$ cat src/rtl/pwm_pkg.sv
// Shared types and constants for the tick-driven PWM generator and its helpers.
package pwm_pkg;

    localparam int unsigned PWM_WIDTH = 8;

    typedef enum logic {
        IDLE = 1'b0,
        RUN  = 1'b1
    } state_e;

endpackage

$ cat src/rtl/tick_edge_detect.sv
// Turns a slow divider output into a single-cycle tick enable on its rising edge.
module tick_edge_detect (
    input  logic in_clk,
    input  logic reset,
    input  logic tick_in,
    output logic tick
);

    logic tick_q;

    always_ff @(posedge in_clk or negedge reset) begin
        if (!reset) begin
            tick_q <= 1'b0;
        end else begin
            tick_q <= tick_in;
        end
    end

    // A held-high input produces exactly one tick
    assign tick = tick_in & ~tick_q;

endmodule

$ cat src/rtl/tick_pwm_generator.sv
// Programmable PWM advancing one step per divider tick, with period/duty
// double-buffered so updates only land on a period boundary.
module tick_pwm_generator
    import pwm_pkg::*;
#(
    parameter int unsigned WIDTH = PWM_WIDTH
) (
    input  logic             in_clk,
    input  logic             reset,
    input  logic             enable,
    input  logic             tick_in,
    input  logic [WIDTH-1:0] period,
    input  logic [WIDTH-1:0] duty,
    input  logic             load,
    output logic             pwm_out,
    output logic             period_done
);

    state_e           state_q, state_d;
    logic [WIDTH-1:0] cnt_q, cnt_d;
    logic [WIDTH-1:0] active_period_q, active_period_d;
    logic [WIDTH-1:0] active_duty_q, active_duty_d;
    logic [WIDTH-1:0] pend_period_q, pend_period_d;
    logic [WIDTH-1:0] pend_duty_q, pend_duty_d;
    logic             pend_valid_q, pend_valid_d;
    logic             pwm_q, pwm_d;
    logic             done_q, done_d;
    logic             apply_c;
    logic             tick;

    tick_edge_detect u_tick_edge_detect (
        .in_clk  (in_clk),
        .reset   (reset),
        .tick_in (tick_in),
        .tick    (tick)
    );

    always_ff @(posedge in_clk or negedge reset) begin
        if (!reset) begin
            state_q         <= IDLE;
            cnt_q           <= '0;
            active_period_q <= '0;
            active_duty_q   <= '0;
            pend_period_q   <= '0;
            pend_duty_q     <= '0;
            pend_valid_q    <= 1'b0;
            pwm_q           <= 1'b0;
            done_q          <= 1'b0;
        end else begin
            state_q         <= state_d;
            cnt_q           <= cnt_d;
            active_period_q <= active_period_d;
            active_duty_q   <= active_duty_d;
            pend_period_q   <= pend_period_d;
            pend_duty_q     <= pend_duty_d;
            pend_valid_q    <= pend_valid_d;
            pwm_q           <= pwm_d;
            done_q          <= done_d;
        end
    end

    always_comb begin
        state_d         = state_q;
        cnt_d           = cnt_q;
        active_period_d = active_period_q;
        active_duty_d   = active_duty_q;
        pend_period_d   = pend_period_q;
        pend_duty_d     = pend_duty_q;
        pend_valid_d    = pend_valid_q;
        pwm_d           = pwm_q;
        done_d          = 1'b0;
        apply_c         = 1'b0;

        case (state_q)
            IDLE: begin
                cnt_d = '0;
                pwm_d = 1'b0;
                if (enable) begin
                    state_d = RUN;
                    apply_c = pend_valid_q;
                end
            end
            RUN: begin
                if (!enable) begin
                    state_d = IDLE;
                    cnt_d   = '0;
                    pwm_d   = 1'b0;
                end else begin
                    // Compare uses the pre-edge count, so the output lags cnt by a cycle
                    pwm_d = (cnt_q < active_duty_q);
                    if (tick) begin
                        if (cnt_q == active_period_q) begin
                            cnt_d   = '0;
                            done_d  = 1'b1;
                            apply_c = pend_valid_q;
                        end else begin
                            cnt_d = cnt_q + WIDTH'(1);
                        end
                    end
                end
            end
            default: begin
                state_d = IDLE;
                cnt_d   = '0;
                pwm_d   = 1'b0;
            end
        endcase

        if (apply_c) begin
            active_period_d = pend_period_q;
            active_duty_d   = pend_duty_q;
            pend_valid_d    = 1'b0;
        end

        // A load on a wrap edge lands after the swap, so it waits for the next wrap
        if (load) begin
            pend_period_d = period;
            pend_duty_d   = duty;
            pend_valid_d  = 1'b1;
        end
    end

    assign pwm_out     = pwm_q;
    assign period_done = done_q;

endmodule
$ cat config.mk
export PLATFORM = sky130hd
export DESIGN_NAME = tick_pwm_generator
export DESIGN_NICKNAME = d
export VERILOG_FILES = /design/src/rtl/pwm_pkg.sv /design/src/rtl/tick_edge_detect.sv /design/src/rtl/tick_pwm_generator.sv
export SDC_FILE = /design/constraint.sdc
export NUM_CORES = 1
export LEC_CHECK = 0
export ABC_AREA = 1
export CORE_MARGIN = 2
export CORE_UTILIZATION = 45
export DETAILED_ROUTE_END_ITERATION = 6
export GPL_ROUTABILITY_DRIVEN = 0
export GPL_TIMING_DRIVEN = 1
export PLACE_DENSITY = 0.66
export SLEW_MARGIN = 20
export SYNTH_ARGS = -nofsm -noshare
export SYNTH_HDL_FRONTEND = slang
export SYNTH_SLANG_ARGS = --single-unit
$ cat constraint.sdc
create_clock -name in_clk -period 1.5 [get_ports in_clk]
set_input_delay 0.225 -clock in_clk [delete_from_list [all_inputs] [get_ports in_clk]]
set_output_delay 0.225 -clock in_clk [all_outputs]
set_load 0.01 [all_outputs]
==> results of run 1 <==
-- metal layers --
layer / share of wire / track usage / vias up
met4: 0.0068 / 0.0597 / 0
met5: 0 / 0 / -
met2: 0.50 / 0.287 / 22
met3: 0.030 / 0.0401 / 2
met1: 0.47 / 0.226 / 779
li1: - / - / 901
-- cell type report --
type                       count  area (µm²)  share of cell area
clock buffer                   5        68.8              0.0243
clock inverter                 3        47.5              0.0168
inverter                      23        86.3              0.0305
multi-input combinational    179         995               0.352
sequential                    45        1130               0.400
tap                           54        67.6              0.0239
timing repair buffer          45         432               0.153
-- repair_timing --
action | 4_1_cts | 5_1_grt
buffers inserted | 0 | 3
endpoints found under the setup margin | 0 | 21
gates resized for setup | 0 | 31
endpoints found under the hold margin | 45 | 0
hold buffers | 1 | 0
-- cells in the final DEF (no fill, tap or decap), types with 4 or more instances in the layout --
| master | Yosys | final |
|---|---|---|
| sky130_fd_sc_hd__ha_1 | 8 | 8 |
| sky130_fd_sc_hd__xor2_1 | 4 | 4 |
| sky130_fd_sc_hd__buf_4 | 1 | 18 |
| sky130_fd_sc_hd__o21ai_0 | 5 | 5 |
| sky130_fd_sc_hd__o22ai_1 | 4 | 4 |
| sky130_fd_sc_hd__inv_1 | 20 | 19 |
| sky130_fd_sc_hd__clkbuf_8 | 0 | 5 |
| sky130_fd_sc_hd__nand2_1 | 113 | 97 |
| sky130_fd_sc_hd__nand2_2 | 0 | 16 |
| sky130_fd_sc_hd__nand3_1 | 4 | 4 |
| sky130_fd_sc_hd__nand4_1 | 16 | 16 |
| sky130_fd_sc_hd__dfrtp_1 | 45 | 42 |
| sky130_fd_sc_hd__nor2_1 | 6 | 6 |
| sky130_fd_sc_hd__clkdlybuf4s50_1 | 0 | 21 |
-- worst paths after layout --
check / startpoint / endpoint / depth (start not counted)
hold reg to reg: active_duty_q[7] / active_duty_q[7] / 2
max in group asynchronous: reset / cnt_q[3] / 3
setup reg to reg: cnt_q[3] / active_period_q[3] / 8
min in group asynchronous: reset / cnt_q[6] / 3
hold / removal: tick_in / u_tick_edge_detect.tick_q / 1
setup / recovery: cnt_q[3] / active_period_q[3] / 8
-- logic make-up after synthesis --
group	share of synthesized area
adders and majority gates	0.0465
buffers and inverters	0.0622
DFF	0.524
AOI/OAI and AO/OA	0.0407
xor gates and xnor gates	0.0326
and+or+nand+nor	0.294
-- state kept, by name, summed over array words and instances (netlist names) --
| register | flops |
|---|---|
| active_period_q | 8 |
| pwm_out | 1 |
| cnt_q | 8 |
| state_q | 1 |
| active_duty_q | 8 |
| u_tick_edge_detect.tick_q | 1 |
| pend_period_q | 8 |
| period_done | 1 |
| pend_duty_q | 8 |
| pend_valid_q | 1 |
-- worst max-delay path: stages, from the launching register on --
cell                      delay [ns]
sky130_fd_sc_hd__dfrtp_2        0.45
sky130_fd_sc_hd__xnor2_2        0.15
sky130_fd_sc_hd__nand2_1        0.08
sky130_fd_sc_hd__nor2_2         0.18
sky130_fd_sc_hd__nand3_4        0.13
sky130_fd_sc_hd__nand2_8        0.13
sky130_fd_sc_hd__nand3_4        0.14
sky130_fd_sc_hd__nand2_1        0.10
sky130_fd_sc_hd__nand2_1        0.05
-- power breakdown --
part	leakage [nW]	internal, mW	switching [mW]
registers	0.565	1.34	0.104
logic	0.797	0.242	0.273
clock network	0.0591	0.509	0.447
total	1.42	2.09	0.824
-- stage by stage --
stage	setup WS (ns)	hold WS, ns	total power, mW	TNS (ns)	instances
2_1_floorplan	0.0956	-0.0706	1.73	0	255
3_3_place_gp	-0.0824	0.217	1.89	-0.700	340
3_5_place_dp	-0.108	0.222	1.91	-1.07	340
4_1_cts	0.0212	0.384	2.86	0	349
5_1_grt	-0.162	0.393	3.08	-2.43	354
6_report	-0.0266	0.387	2.92	-0.0603	354
==> results.md, run 1 <==
GRT:
- The global-route usage over all layers is 0.175.
- The first global-routing pass estimated roughly 7.2 mm of wire.
- Entering global routing, the biggest net connects 46 pins.
- The via count of the first global-routing pass came to between 1.5k and 2k.
- The number of antenna violations at the first check in global routing is 0.
- For this run the aggregate overflow at the end of global routing stands at 0.

Die:
- The total die area is roughly 5300 µm².
- The die span in y is around 73 µm.
- The x dimension of the die is 73.1 µm.
- The number of placement rows is 25.
- The top-level I/O count is 23.
- After floorplanning, the core was sized to cover 4660 µm².
- The initial utilization of the core area, before any placement, comes to 0.461.

Yosys:
- The dominant synthesized flop cell is sky130_fd_sc_hd__dfrtp_1.
- In the synthesized netlist, the cells that appear most often are 113 x sky130_fd_sc_hd__nand2_1, 45 x sky130_fd_sc_hd__dfrtp_1, 20 x sky130_fd_sc_hd__inv_1.
- Yosys mapped a number of flops with a built-in enable equal to 0.
- A synthesized cell averages 8.43 µm².
- Of all flip-flops after synthesis, the portion carrying an async set or reset was 1.00.
- The total number of yosys warnings is 0.
- After synthesis the netlist holds a flip-flop and latch count of 45.
- The post-synthesis cell area is ~2200 µm².
- Among all cell types in the netlist, the one instantiated most often is sky130_fd_sc_hd__nand2_1.
- Counting every net in the synthesized netlist gives approximately 280.
- In the post-synthesis netlist, the biggest area contributors are sky130_fd_sc_hd__dfrtp_1 52%, sky130_fd_sc_hd__nand2_1 20%, sky130_fd_sc_hd__ha_1 4.7%, sky130_fd_sc_hd__nand4_1 4.7%, sky130_fd_sc_hd__inv_1 3.5%.
- The share of synthesized area in the top cell type comes to 0.524.
- Synthesis produced a netlist whose cell count is roughly 260.
- The number of unique standard cell types used by synthesis is 25.
- For this run, the register share of the synthesized area comes to 0.524.
- The cell type contributing the most total cell area after synthesis is sky130_fd_sc_hd__dfrtp_1.

Clock tree:
- After clock tree synthesis, the clock-pin slew on the worst setup and hold paths is around 0.090 ns.
- The number of buffers on the longest clock path is 2.
- At the later pin of the worst-skew pair, clock insertion delay measures ~0.30 ns.
- TritonCTS built the clock tree.
- The clock drives between 40 and 50 sinks.
- The clock tree synthesis step divided the H-tree into 2 levels.
- The master cell of the clock root buffer is sky130_fd_sc_hd__clkbuf_8.
- The number of CTS-inserted buffers is 5.

Drt:
- The average vias per placed instance is 4.81.
- The count of nets left with antenna violations once routing finished came out at 0.
- For this run, the detailed router's first-pass iteration total came to 4.
- The final wirelength is 4.25 mm.
- In the routed design, unresolved DRC markers number 0.
- The mean routed wirelength per cell is 12.0 µm.
- The initial detailed-routing violation count is 87.
- The via count of the routed design is approximately 1.7k.

Setup path:
- Across all register-to-register paths, the minimum setup slack is -0.03 ns.
- The worst setup path is launched from a register.
- For the worst setup path, the data arrival time is between 1.5 and 2 ns.
- The setup path with the least slack is of type register to register.
- The worst setup path is captured at a register.
- Along the worst path, the maximum fanout reaches 8.
- The required time of the critical path is 1.69 ns.

Cells and area:
- The number of antenna repair diodes is 0.
- The post-route standard cell area excluding fillers is 2830 µm².
- The final net count is between 300 and 400.
- Relative to the synthesized area, the layout overhead comes to 31.4%.
- After filler insertion, the fill cell instance count of the layout stands at around 410.
- At the end of the flow the core is filled with cells to 0.606.
- The share of final-layout standard cells stronger than drive strength 1 is 0.210.

Status:
- The flow ran to the end, but the final reports show violations.
- The checks that failed: negative setup slack.

Timing:
- The worst-case setup margin in the final layout is -0.0266 ns.
- At the pin with the least slew margin, the transition time is 0.321 ns.
- Subtracting the final worst setup slack from the clock period gives ~1.5 ns.
- The count of endpoints failing hold in the final timing report came to 0.
- The worst-case clock skew is approximately 0.0049 ns.
- Setup repair after global routing could not meet its margin everywhere.
- The final number of setup-violating endpoints is 8.
- The final max-slew violation count is 0.
- The final period utilization is 1.02.
- The tightest slew margin relative to the limit is 0.785.
- Static timing analysis puts the maximum clock frequency at ~660 MHz.

Run:
- The number of max-cap violations is 0.

Power:
- IR analysis of the VDD net gives a maximum drop of 595 µV.
- The power density over cell area is slightly above 1000 nW/µm².
- In this run the static leakage power is 1.42 nW.

Min path:
- The path type of the worst min-delay path is input pin to register.

Placement:
- Buffers placed on the I/O ports in this run total 22.
- The HPWL after detailed placement is slightly below 3 mm.
- Summing all placed instances gives a cell area of around 2500 µm².
No activity file was read; power rests on OpenSTA's default activity.
==> run 2: changes to the inputs <==
Settings changed: SLEW_MARGIN 20 to default.
==> results of run 2 <==
Same layout as run 1: the final DEF is identical, and so are final timing and power.
